--- config.mk ---
export PLATFORM = sky130hd
export DESIGN_NAME = vend_payment_fsm_flat
export DESIGN_NICKNAME = d
export VERILOG_FILES = /design/src/rtl/vend_pkg.sv /design/src/rtl/vend_payment_fsm_if.sv /design/src/rtl/vend_payment_fsm_price_rom.sv /design/src/rtl/vend_payment_fsm.sv /design/src/flat_wrapper.sv
export SDC_FILE = /design/constraint.sdc
export NUM_CORES = 1
export LEC_CHECK = 0
export CAP_MARGIN = 40
export CORE_MARGIN = 2
export CORE_UTILIZATION = 55
export CTS_CLUSTER_DIAMETER = 50
export DETAILED_ROUTE_END_ITERATION = 16
export MAX_ROUTING_LAYER = met4
export PLACE_DENSITY = 0.82
export SLEW_MARGIN = 20
export SYNTH_ARGS = -nofsm -noshare
export SYNTH_HDL_FRONTEND = slang
export SYNTH_SLANG_ARGS = --single-unit
--- constraint.sdc ---
create_clock -name clk -period 10.12 [get_ports clk]
set_clock_uncertainty 0.2 [all_clocks]
set_input_delay 3.036 -clock clk [delete_from_list [all_inputs] [get_ports clk]]
set_output_delay 3.036 -clock clk [all_outputs]
set_load 0.02 [all_outputs]
--- src/rtl/vend_pkg.sv ---
// Shared encodings for the vending payment path: FSM states, coin values, price formula terms.
package vend_pkg;

  typedef enum logic [2:0] {
    ST_IDLE   = 3'd0,
    ST_ERR    = 3'd1,
    ST_PAY    = 3'd2,
    ST_VEND   = 3'd3,
    ST_CHANGE = 3'd4,
    ST_REFUND = 3'd5
  } vend_state_e;

  localparam logic [9:0] COIN_NICKEL  = 10'd5;
  localparam logic [9:0] COIN_DIME    = 10'd10;
  localparam logic [9:0] COIN_QUARTER = 10'd25;
  localparam logic [9:0] COIN_DOLLAR  = 10'd100;

  localparam logic [9:0] PRICE_BASE       = 10'd50;
  localparam logic [9:0] PRICE_TENS_STEP  = 10'd25;
  localparam logic [9:0] PRICE_UNITS_STEP = 10'd5;

  localparam int CREDIT_MAX_DEFAULT = 995;

  function automatic logic [9:0] coin_value(input logic [1:0] coin_type);
    logic [9:0] value;
    case (coin_type)
      2'b00:   value = COIN_NICKEL;
      2'b01:   value = COIN_DIME;
      2'b10:   value = COIN_QUARTER;
      default: value = COIN_DOLLAR;
    endcase
    return value;
  endfunction

endpackage

--- src/rtl/vend_payment_fsm_if.sv ---
// Selection, coin, change handshake and status bundle between the code-entry stage and the payment FSM.
// master drives selections/coins/acks; slave is the payment FSM.
interface vend_payment_fsm_if;
  logic [15:0] code_in;
  logic        select;
  logic        cancel;
  logic        coin_valid;
  logic [1:0]  coin_type;
  logic        change_ack;
  logic [9:0]  price_out;
  logic [9:0]  credit_out;
  logic        vend;
  logic [7:0]  vend_code;
  logic        err;
  logic        coin_reject;
  logic        change_valid;
  logic [9:0]  change_out;
  logic [2:0]  state_out;

  modport master (
    output code_in, select, cancel, coin_valid, coin_type, change_ack,
    input  price_out, credit_out, vend, vend_code, err, coin_reject,
           change_valid, change_out, state_out
  );

  modport slave (
    input  code_in, select, cancel, coin_valid, coin_type, change_ack,
    output price_out, credit_out, vend, vend_code, err, coin_reject,
           change_valid, change_out, state_out
  );
endinterface

--- src/rtl/vend_payment_fsm_price_rom.sv ---
// Combinational price table: two BCD digits -> {valid, price in cents}; zero latency, no backpressure.
module price_rom
  import vend_pkg::*;
(
  input  logic [7:0] code,
  output logic       valid,
  output logic [9:0] price
);
  logic [3:0] tens;
  logic [3:0] units;

  assign tens  = code[7:4];
  assign units = code[3:0];
  assign valid = (tens >= 4'd1) && (tens <= 4'd4) && (units <= 4'd7);
  assign price = PRICE_BASE + PRICE_TENS_STEP * {6'd0, tens} + PRICE_UNITS_STEP * {6'd0, units};
endmodule

--- src/rtl/vend_payment_fsm.sv ---
// Payment FSM: latches selection, accumulates coins, pulses vend, returns change via valid/ack (held until ack).
// Coin at cycle N -> credit/state at N+1, change_valid at N+2. Optional idle auto-refund under VEND_TIMEOUT_EN.
module vend_payment_fsm
  import vend_pkg::*;
#(
  parameter int CREDIT_MAX = CREDIT_MAX_DEFAULT
`ifdef VEND_TIMEOUT_EN
  , parameter int TIMEOUT_CYCLES = 1000000
`endif
) (
  input logic               clk,
  input logic               reset,
  vend_payment_fsm_if.slave bus
);
  vend_state_e state, state_nxt;
  logic [9:0]  price_q, price_nxt;
  logic [9:0]  credit_q, credit_nxt;
  logic [9:0]  change_q, change_nxt;
  logic [7:0]  code_q, code_nxt;
  logic        coin_reject_q, coin_reject_nxt;
  logic        rom_valid;
  logic [9:0]  rom_price;
  logic [10:0] credit_sum;
  logic        coin_ok;
  logic        abort;

  price_rom u_price_rom (
    .code  (bus.code_in[7:0]),
    .valid (rom_valid),
    .price (rom_price)
  );

  // One extra bit so an overflowing coin can be detected before it is added.
  assign credit_sum = {1'b0, credit_q} + {1'b0, coin_value(bus.coin_type)};
  assign coin_ok    = bus.coin_valid && (state == ST_PAY) && (credit_sum <= 11'(CREDIT_MAX));

`ifdef VEND_TIMEOUT_EN
  logic [31:0] idle_cnt;
  logic        timeout;

  assign timeout = (state == ST_PAY) && !bus.coin_valid && (idle_cnt == 32'(TIMEOUT_CYCLES - 1));
  assign abort   = bus.cancel | timeout;

  always_ff @(posedge clk or negedge reset) begin
    if (!reset) begin
      idle_cnt <= '0;
    end else if ((state != ST_PAY) || bus.coin_valid || (state_nxt != ST_PAY)) begin
      idle_cnt <= '0;
    end else begin
      idle_cnt <= idle_cnt + 32'd1;
    end
  end
`else
  assign abort = bus.cancel;
`endif

  always_ff @(posedge clk or negedge reset) begin
    if (!reset) begin
      state         <= ST_IDLE;
      price_q       <= '0;
      credit_q      <= '0;
      change_q      <= '0;
      code_q        <= '0;
      coin_reject_q <= 1'b0;
    end else begin
      state         <= state_nxt;
      price_q       <= price_nxt;
      credit_q      <= credit_nxt;
      change_q      <= change_nxt;
      code_q        <= code_nxt;
      coin_reject_q <= coin_reject_nxt;
    end
  end

  always_comb begin
    state_nxt       = state;
    price_nxt       = price_q;
    code_nxt        = code_q;
    credit_nxt      = credit_q;
    change_nxt      = change_q;
    coin_reject_nxt = bus.coin_valid && !coin_ok;
    case (state)
      ST_IDLE: begin
        if (bus.select) begin
          if (rom_valid && (bus.code_in[15:8] == 8'd0)) begin
            state_nxt  = ST_PAY;
            price_nxt  = rom_price;
            code_nxt   = bus.code_in[7:0];
            credit_nxt = '0;
          end else begin
            state_nxt = ST_ERR;
          end
        end
      end
      ST_ERR: state_nxt = ST_IDLE;
      ST_PAY: begin
        if (coin_ok) begin
          credit_nxt = credit_sum[9:0];
        end
        // A coin arriving with cancel is still credited, and the refund includes it.
        if (abort) begin
          state_nxt  = ST_REFUND;
          change_nxt = credit_nxt;
        end else if (coin_ok && (credit_sum >= {1'b0, price_q})) begin
          state_nxt = ST_VEND;
        end
      end
      ST_VEND: begin
        change_nxt = credit_q - price_q;
        state_nxt  = ST_CHANGE;
      end
      ST_CHANGE, ST_REFUND: begin
        if ((change_q == 10'd0) || bus.change_ack) begin
          state_nxt  = ST_IDLE;
          credit_nxt = '0;
          change_nxt = '0;
        end
      end
      default: state_nxt = ST_IDLE;
    endcase
  end

  assign bus.price_out    = price_q;
  assign bus.credit_out   = credit_q;
  assign bus.vend         = (state == ST_VEND);
  assign bus.vend_code    = code_q;
  assign bus.err          = (state == ST_ERR);
  assign bus.coin_reject  = coin_reject_q;
  assign bus.change_valid = ((state == ST_CHANGE) || (state == ST_REFUND)) && (change_q != 10'd0);
  assign bus.change_out   = change_q;
  assign bus.state_out    = state;
endmodule
--- src/flat_wrapper.sv ---
// flat-port wrapper written by rule: the top's interface ports become plain ports
module vend_payment_fsm_flat import vend_pkg::*;
#(
  parameter int CREDIT_MAX = CREDIT_MAX_DEFAULT

)
  (clk, reset, bus_code_in, bus_select, bus_cancel, bus_coin_valid, bus_coin_type, bus_change_ack, bus_price_out, bus_credit_out, bus_vend, bus_vend_code, bus_err, bus_coin_reject, bus_change_valid, bus_change_out, bus_state_out);
  vend_payment_fsm_if bus_i ();
  input logic clk;
  input logic reset;
  input wire logic [$bits(bus_i.code_in)-1:0] bus_code_in;
  input wire logic [$bits(bus_i.select)-1:0] bus_select;
  input wire logic [$bits(bus_i.cancel)-1:0] bus_cancel;
  input wire logic [$bits(bus_i.coin_valid)-1:0] bus_coin_valid;
  input wire logic [$bits(bus_i.coin_type)-1:0] bus_coin_type;
  input wire logic [$bits(bus_i.change_ack)-1:0] bus_change_ack;
  output wire logic [$bits(bus_i.price_out)-1:0] bus_price_out;
  output wire logic [$bits(bus_i.credit_out)-1:0] bus_credit_out;
  output wire logic [$bits(bus_i.vend)-1:0] bus_vend;
  output wire logic [$bits(bus_i.vend_code)-1:0] bus_vend_code;
  output wire logic [$bits(bus_i.err)-1:0] bus_err;
  output wire logic [$bits(bus_i.coin_reject)-1:0] bus_coin_reject;
  output wire logic [$bits(bus_i.change_valid)-1:0] bus_change_valid;
  output wire logic [$bits(bus_i.change_out)-1:0] bus_change_out;
  output wire logic [$bits(bus_i.state_out)-1:0] bus_state_out;
  assign bus_i.code_in = bus_code_in;
  assign bus_i.select = bus_select;
  assign bus_i.cancel = bus_cancel;
  assign bus_i.coin_valid = bus_coin_valid;
  assign bus_i.coin_type = bus_coin_type;
  assign bus_i.change_ack = bus_change_ack;
  assign bus_price_out = bus_i.price_out;
  assign bus_credit_out = bus_i.credit_out;
  assign bus_vend = bus_i.vend;
  assign bus_vend_code = bus_i.vend_code;
  assign bus_err = bus_i.err;
  assign bus_coin_reject = bus_i.coin_reject;
  assign bus_change_valid = bus_i.change_valid;
  assign bus_change_out = bus_i.change_out;
  assign bus_state_out = bus_i.state_out;
  vend_payment_fsm #(.CREDIT_MAX(CREDIT_MAX)) u_core (.clk(clk), .reset(reset), .bus(bus_i));
endmodule
### Word level (Yosys, flattened, before mapping)

Index checks and enable logic that the tools add are counted.

| word-level totals | value |
|---|---|
| register bits | 42 |
| latch bits | 0 |
| bits in writable memories | 0 |
| ROM bits | 0 |
| input port bits | 24 |
| output and inout port bits | 45 |
| word-level logic and storage cells | 66 |
| memories | 0 |

| cells by class | value |
|---|---|
| $add $sub $neg | 4 |
| multiply operators | 2 |
| divide/modulo/power cells | 0 |
| $lt $le $gt $ge | 5 |
| eq/ne operators | 12 |
| shift operators | 0 |
| muxes and demuxes | 14 |
| bitwise operators | 0 |
| reductions and logical operators | 23 |

Operator list:

| cell | count |
|---|---|
| 10-bit case mux with 3 select lines | 2 |
| 10-bit two-way mux | 5 |
| 7-bit case mux with 3 select lines | 1 |
| 3-bit two-way mux | 4 |
| 3-bit case mux with 4 select lines | 1 |
| 10-bit by 7-bit adder with 11-bit output | 1 |
| 11-bit by 10-bit greater-or-equal comparator with 1-bit output | 1 |
| 11-bit by 10-bit <= comparator with 1-bit output (second input constant) | 1 |
| 10-bit by 7-bit adder with 10-bit output | 1 |
| 6-bit by 9-bit adder with 10-bit output (first input constant) | 1 |
| 10-bit zero test | 1 |
| 10-bit nonzero test | 1 |
| 10-bit subtractor | 1 |
| 5-bit by 4-bit multiplier with 9-bit output (first input constant) | 1 |
| 3-bit AND reduction | 3 |
| 4-bit by 3-bit <= comparator with 1-bit output (second input constant) | 2 |
| 1-bit logical AND | 8 |
| 8-bit zero test | 1 |
| 3-bit by 4-bit multiplier with 7-bit output (first input constant) | 1 |
| 3-bit by 2-bit == test with 1-bit output (second input constant) | 2 |
| 3-bit == test (second input constant) | 2 |
| 3-bit nonzero test | 2 |
| 4-bit by 1-bit greater-or-equal comparator with 1-bit output (second input constant) | 1 |
| 2-bit by 1-bit != test with 1-bit output (second input constant) | 2 |
| other kinds (12) | 14 |

### Logic depth before layout (Yosys ltp)

| depth | value |
|---|---|
| depth in word-level cells | 9 |
| depth in mapped cells | 18 |
| gate-level depth less buffers | 18 |

### Cells and area by module

Synthesis repeated with hierarchy kept, for this count alone.

| unflattened totals | value |
|---|---|
| cell total of the unflattened synthesis | 409 |
| area total of the unflattened synthesis | 3849.9 um^2 |

By module, submodules not included:

| module | times used | cells an instance | area each (um^2) | sequential area each (um^2) |
|---|---|---|---|---|
| vend_payment_fsm | 1 | 316 | 3020.4 | 1051.0 |
| price_rom | 1 | 93 | 829.5 | 0.0 |

### Least setup slack after synthesis

Ideal clock, no wire load.

| timing | value |
|---|---|
| kind | input -> register |
| start point | input port bus_coin_type[0] |
| end point | register u_core.state[0] (netlist: u_core.bus.state_out[0]) |
| setup time | 0.134 ns |
| data arrival time | 5.980 ns |
| data required time | 9.786 ns |
| setup slack | 3.806 ns |
| cell stages on the path | 17 |
| buffers on the path | 1 |
| cells stage by stage | ha_1 buf_6 nor2_1 ha_1 inv_1 fa_1 and2b_1 o2111ai_2 and2_4 xor2_2 ha_1 o21a_1 o211ai_1 nor2_1 a221o_1 nand4_1 a31oi_1 |

| on the way | value |
|---|---|
| cells in the longest elaborated chain, start to end | 8 |
| elaborated cells between the ends (all ways) | 11 |
| those cells by class | 1 x add/sub; 2 x order compare; 3 x eq/ne; 1 x mux; 4 x reduce/logical |

RTL lines:

| element | RTL line | source |
|---|---|---|
| from (decl) | flat_wrapper.sv:15 | `input wire logic [$bits(bus_i.coin_type)-1:0] bus_coin_type;` |
| 2-bit == test (tied with other cells) | vend_pkg.sv:26 | `case (coin_type)` |
| 7-bit case mux with 3 select lines * | vend_pkg.sv:26 |  |
| 10-bit by 7-bit adder with 11-bit output * | vend_payment_fsm.sv:34 | `assign credit_sum = {1'b0, credit_q} + {1'b0, coin_value(bus.coin_type)};` |
| 11-bit by 10-bit <= comparator with 1-bit output | vend_payment_fsm.sv:35 | `assign coin_ok = bus.coin_valid && (state == ST_PAY) && (credit_sum <= 11'(CREDIT_MAX));` |
| 1-bit logical AND | vend_payment_fsm.sv:35 |  |
| 1-bit logical AND * | vend_payment_fsm.sv:104 | `end else if (coin_ok && (credit_sum >= {1'b0, price_q})) begin` |
| 3-bit != test (no line) * | - |  |
| 3-bit AND reduction (no line) * | - |  |
| to (signal assigned) | vend_payment_fsm.sv:66 | `state <= state_nxt;` |
| to (decl) | vend_payment_fsm.sv:15 | `vend_state_e state, state_nxt;` |

Mark *: on every way between the ends. The rest lies on a longest branch, timed or not.
A chain may end at the register's enable or synchronous reset.

### Worst setup path in the final report

| timing | value |
|---|---|
| start point | input port bus_coin_type[1] |
| end point | register u_core.credit_q[7] (netlist: u_core.bus.credit_out[7]) |

| on the way | value |
|---|---|
| cells in the longest elaborated chain, start to end | 7 |
| elaborated cells between the ends (all ways) | 9 |
| those cells by class | 1 x add/sub; 1 x order compare; 2 x eq/ne; 3 x mux; 2 x reduce/logical |

RTL lines:

| element | RTL line | source |
|---|---|---|
| 2-bit == test (tied with other cells) | vend_pkg.sv:26 |  |
| 7-bit case mux with 3 select lines * | vend_pkg.sv:26 |  |
| 10-bit by 7-bit adder with 11-bit output * | vend_payment_fsm.sv:34 |  |
| 11-bit by 10-bit <= comparator with 1-bit output | vend_payment_fsm.sv:35 |  |
| 1-bit logical AND | vend_payment_fsm.sv:35 |  |
| 10-bit two-way mux * | vend_payment_fsm.sv:97 | `if (coin_ok) begin` |
| 10-bit case mux with 3 select lines * | vend_payment_fsm.sv:82 | `case (state)` |
| to (signal assigned) | vend_payment_fsm.sv:68 | `credit_q <= credit_nxt;` |
| to (decl) | vend_payment_fsm.sv:17 | `logic [9:0] credit_q, credit_nxt;` |

Marked as above.

==> PnR_summary.wiki <==
{| class="wikitable"
! Metric !! Value
|-
| Detailed-routing iteration count for the pre-antenna-repair pass || 4
|-
| Post-CTS repair timing setup buffer count || 0
|-
| Non-Filler Instances || 620
|-
| Post-layout nets || 613
|-
| Clock root buffer || sky130_fd_sc_hd__clkbuf_8
|-
| Total power || 0.440 mW
|-
| Kind of critical path || input port to register
|-
| Mux share of post-synthesis cell area || 2.16%
|-
| Tightest slew margin relative to the limit || 44.6%
|-
| Filler Cell Count || 602
|-
| Routed WL per cell || 16.3 um
|-
| Placeable Area || 7250 um2
|-
| Largest cells by area after synthesis || sky130_fd_sc_hd__dfrtp_1 26%, sky130_fd_sc_hd__ha_1 18%, sky130_fd_sc_hd__fa_1 4.9%
|-
| CTS clock-pin slew for the worst setup and hold paths || 0.08 ns
|-
| Net switching power figure || 0.134 mW
|-
| Area of the multi-input gates || 2770 um2
|-
| DR DRC count || 0
|-
| Final wirelength || 10.1 mm
|-
| Critical path peak fanout || 11
|-
| CP Data Required Time || 10.11 ns
|-
| Cell with the largest stage delay on the worst path || sky130_fd_sc_hd__a21oi_1
|-
| Clk pwr share || 30.2%
|-
| Portion of total power attributed to combinational logic || 30.1%
|-
| Endpoint class of the critical path || register
|-
| Area of the die || 8190 um2
|-
| Unrepaired setup endpoints after global routing || no
|-
| Post-DR vias/cell || 5.92
|-
| First-pass GRT wire length || 16.9 mm
|-
| Worst-margin pin slew || 0.831 ns
|-
| Xor/xnor cell area share of the yosys netlist || 4.71%
|-
| Row cnt || 31
|-
| Detailed router's first-iteration violation count || 207
|-
| Busiest layer in global routing || met2
|-
| H-Tree Depth || 2
|-
| Register bit total from synthesis || 42
|-
| Placement Setup Slack || 2.70 ns
|-
| Cells resized by post-CTS repair || 0
|-
| Avg Inst Size Synth || 8.97 um2
|-
| Most prevalent standard cell on the critical path || sky130_fd_sc_hd__ha_1
|-
| Maximum number of pins on one net before global-route repair || 30
|-
| Clock sinks || 42
|-
| Critical path, cell by cell || clkdlybuf4s50_1 -> ha_1 -> nor2_1 -> ha_1 -> inv_1 -> fa_1 -> and2b_1 -> o2111ai_2 -> nand3_1 -> a21oi_1 -> o31ai_1 -> a311o_1 -> a221o_1
|-
| Area growth from synthesis to layout || 20.9%
|-
| Sequential share of the synthesized area || 25.5%
|-
| Post-Synth Adder-Cell Area || 22.8%
|-
| Dominant register cell in the synthesized netlist || sky130_fd_sc_hd__dfrtp_1
|-
| EDFF count, synth || 0
|-
| Latest clock arrival within the worst-skew pair || 0.30 ns
|-
| Fin crit share || 70.8%
|-
| Setup crit start kind || input port
|-
| P_int || 0.306 mW
|-
| Vias in the first global route || 3484
|-
| Post-synth design cell area || 4120 um2
|-
| Storage cell area || 1050 um2
|-
| Final hold viol count || 0
|-
| Fraction of power spent switching nets || 30.5%
|-
| Static leakage power || 2.20 nW
|-
| Combinational family with the most area after synthesis || adder cells
|-
| Min-delay worst type || register to register
|-
| Dominant cell type by area after synthesis || sky130_fd_sc_hd__dfrtp_1
|-
| CTS hold repair buffers || 0
|-
| Met1 Resource Use GR || 35.0%
|-
| Basic-gate share of the synthesized area counting and, or, nand and nor cells || 16.8%
|-
| Summed negative setup slack over all endpoints || 0 ns
|-
| Total via count after detailed routing || 3672
|-
| Maximum vdd drop || 0.0000648 V
|-
| Distinct cell type count after synthesis || 70
|-
| Total count of max-transition violations in the final report || 0
|-
| Largest stage delay, worst path || 0.67 ns
|-
| DP Cell Count || 611
|-
| Maximum clock frequency || 140 MHz
|-
| Area fraction in compound gates after synthesis || 20.8%
|-
| Shortest period the worst path allows || 7.17 ns
|-
| Antenna violations before repair || 0
|-
| Clk buf depth || 2
|-
| Global routing met3 resource utilization || 4.76%
|-
| Height of the die || 90.5 um
|-
| GPL Wtd Cong || 0.899
|-
| Share of the synthesized area in the top cell type || 25.5%
|-
| Clock tree from TritonCTS || yes
|-
| Total overflow reported by the global router || 0
|-
| Ant. Diodes || 0
|-
| Initial core utilization || 56.8%
|-
| Count of yosys warnings during synthesis || 0
|-
| Share of synthesized flip-flops with an asynchronous set or reset || 100%
|-
| GR met2 Demand/Resource || 41.0%
|-
| Clock buffer count from CTS || 5
|-
| Width of the die || 90.5 um
|-
| Portion of total power attributed to sequential cells || 39.6%
|-
| Run status || finished, final reports clean
|-
| Count of max-cap constraint violations || 0
|-
| Number of port buffers || 68
|-
| Share of layout cells above drive strength 1 || 6.91%
|-
| Final cell utilization of the core || 68.6%
|-
| Number of I/O pins || 69
|-
| Worst EP arrival || 7.16 ns
|-
| Count of nets left with antenna violations after detail routing || 0
|-
| Synthesized net count || 552
|-
| Number of failing setup endpoints in the final timing report || 0
|-
| Pwr/cell area || 88.3 nW/um2
|-
| Number of instances in the synthesized netlist || 459
|-
| Final worst setup slack || 2.95 ns
|-
| Estimated wirelength of the detail-placed design || 8.02 mm
|-
| Global router's overall resource usage || 26.0%
|}
-- area by class of cell --
cell class	instances	area share, %
Clock buffer	7	1.53
Timing Repair Buffer	71	14.6
Sequential cell	42	21.1
Multi-Input combinational cell	347	55.7
Tap cell	99	2.49
Inverter	53	4.00
Clock inverter	1	0.603
-- cell families (layout without fill, tap and decap cells) --
| group | count (synthesis) | after routing |
|---|---|---|
| AND/OR/NAND/NOR | 130 | 130 |
| AO/OA/AOI/OAI | 123 | 123 |
| buffers and inverters | 70 | 132 |
| adder cells (fa/ha/maj) | 69 | 69 |
| flip-flops | 42 | 42 |
| XOR/XNOR | 17 | 17 |
| multiplexers | 8 | 8 |
-- flip-flops by register name, summed over array words and instances, names as in the netlist --
signal,count
u_core.bus.price_out,10
u_core.bus.coin_reject,1
u_core.bus.state_out,3
u_core.bus.change_out,10
u_core.bus.vend_code,8
u_core.bus.credit_out,10
-- cells in the final DEF (no fill, tap or decap), types with 6 or more instances in the layout --
master | synthesis | layout
sky130_fd_sc_hd__nand2_1 | 25 | 25
sky130_fd_sc_hd__a31oi_1 | 6 | 6
sky130_fd_sc_hd__ha_1 | 59 | 59
sky130_fd_sc_hd__o21ai_0 | 27 | 27
sky130_fd_sc_hd__mux2_2 | 7 | 7
sky130_fd_sc_hd__nor4_1 | 8 | 8
sky130_fd_sc_hd__xnor2_1 | 9 | 9
sky130_fd_sc_hd__nor2_1 | 32 | 32
sky130_fd_sc_hd__fa_1 | 10 | 10
sky130_fd_sc_hd__or2_2 | 6 | 6
sky130_fd_sc_hd__and3_1 | 6 | 6
sky130_fd_sc_hd__nand2b_1 | 11 | 11
sky130_fd_sc_hd__clkdlybuf4s50_1 | 0 | 67
sky130_fd_sc_hd__o211ai_1 | 11 | 11
sky130_fd_sc_hd__dfrtp_1 | 42 | 42
sky130_fd_sc_hd__a22o_1 | 6 | 6
sky130_fd_sc_hd__nor3_1 | 8 | 8
sky130_fd_sc_hd__a21oi_1 | 25 | 25
sky130_fd_sc_hd__inv_1 | 53 | 53
-- stage by stage --
step	instance area, um2	hold WS [ns]
floorplan	4120	0.390
global placement	4830	0.260
detailed placement	4860	0.269
CTS	4960	0.288
global route	4980	0.321
finish	4980	0.280
-- worst max-delay path: cells and delay by family --
family,cells,cell delay [ns]
AOI/OAI and AO/OA,5,2.02
buffers and inverters,2,0.63
adders and majority gates,3,0.96
and+or+nand+nor,3,0.50
-- power by group through the flow --
stage               clock network (mW)  registers, mW  logic (mW)
detailed placement                   0          0.178       0.132
CTS                              0.136          0.174       0.134
global placement                     0          0.177       0.125
global route                     0.142          0.175       0.151
finish                           0.133          0.174       0.132
floorplan                            0          0.180      0.0865
-- synthesized netlist by cell type (3+ instances only) --
| cell type | count |
|---|---|
| sky130_fd_sc_hd__ha_1 | 59 |
| sky130_fd_sc_hd__inv_1 | 53 |
| sky130_fd_sc_hd__dfrtp_1 | 42 |
| sky130_fd_sc_hd__nor2_1 | 32 |
| sky130_fd_sc_hd__o21ai_0 | 27 |
| sky130_fd_sc_hd__a21oi_1 | 25 |
| sky130_fd_sc_hd__nand2_1 | 25 |
| sky130_fd_sc_hd__nand2b_1 | 11 |
| sky130_fd_sc_hd__o211ai_1 | 11 |
| sky130_fd_sc_hd__clkbuf_1 | 10 |
| sky130_fd_sc_hd__fa_1 | 10 |
| sky130_fd_sc_hd__xnor2_1 | 9 |
| sky130_fd_sc_hd__nor3_1 | 8 |
| sky130_fd_sc_hd__nor4_1 | 8 |
| sky130_fd_sc_hd__mux2_2 | 7 |
| sky130_fd_sc_hd__a22o_1 | 6 |
| sky130_fd_sc_hd__a31oi_1 | 6 |
| sky130_fd_sc_hd__and3_1 | 6 |
| sky130_fd_sc_hd__or2_2 | 6 |
| sky130_fd_sc_hd__a21o_1 | 5 |
| sky130_fd_sc_hd__and2_1 | 5 |
| sky130_fd_sc_hd__nand3_1 | 5 |
| sky130_fd_sc_hd__nor2b_1 | 5 |
| sky130_fd_sc_hd__xor2_1 | 5 |
| sky130_fd_sc_hd__a211oi_1 | 3 |
| sky130_fd_sc_hd__a221o_1 | 3 |
| sky130_fd_sc_hd__buf_6 | 3 |
| sky130_fd_sc_hd__o21a_1 | 3 |
| sky130_fd_sc_hd__o21bai_1 | 3 |
| sky130_fd_sc_hd__o32a_1 | 3 |
| sky130_fd_sc_hd__or3_1 | 3 |
-- final timing paths --
kind                                                from                  endpoint  slack, ns  cells after the start
worst max-delay path                    bus_coin_type[1]  u_core.bus.credit_out[7]       2.95                     13
worst min-delay path             u_core.bus.vend_code[6]   u_core.bus.vend_code[6]       0.28                      2
worst max register to register  u_core.bus.credit_out[0]  u_core.bus.credit_out[7]       6.41                     10
worst min register to register   u_core.bus.vend_code[6]   u_core.bus.vend_code[6]       0.28                      2
max in group asynchronous                          reset   u_core.bus.vend_code[0]       6.73                      2
min in group asynchronous                          reset    u_core.bus.coin_reject       2.50                      1
-- per-layer routing --
layer	part of all wire [%]	up-vias
met4	1.3	0
met5	0	-
met3	5.7	15
met1	45	1787
met2	48	106
li1	-	1764
No activity file was read; power rests on OpenSTA's default activity.
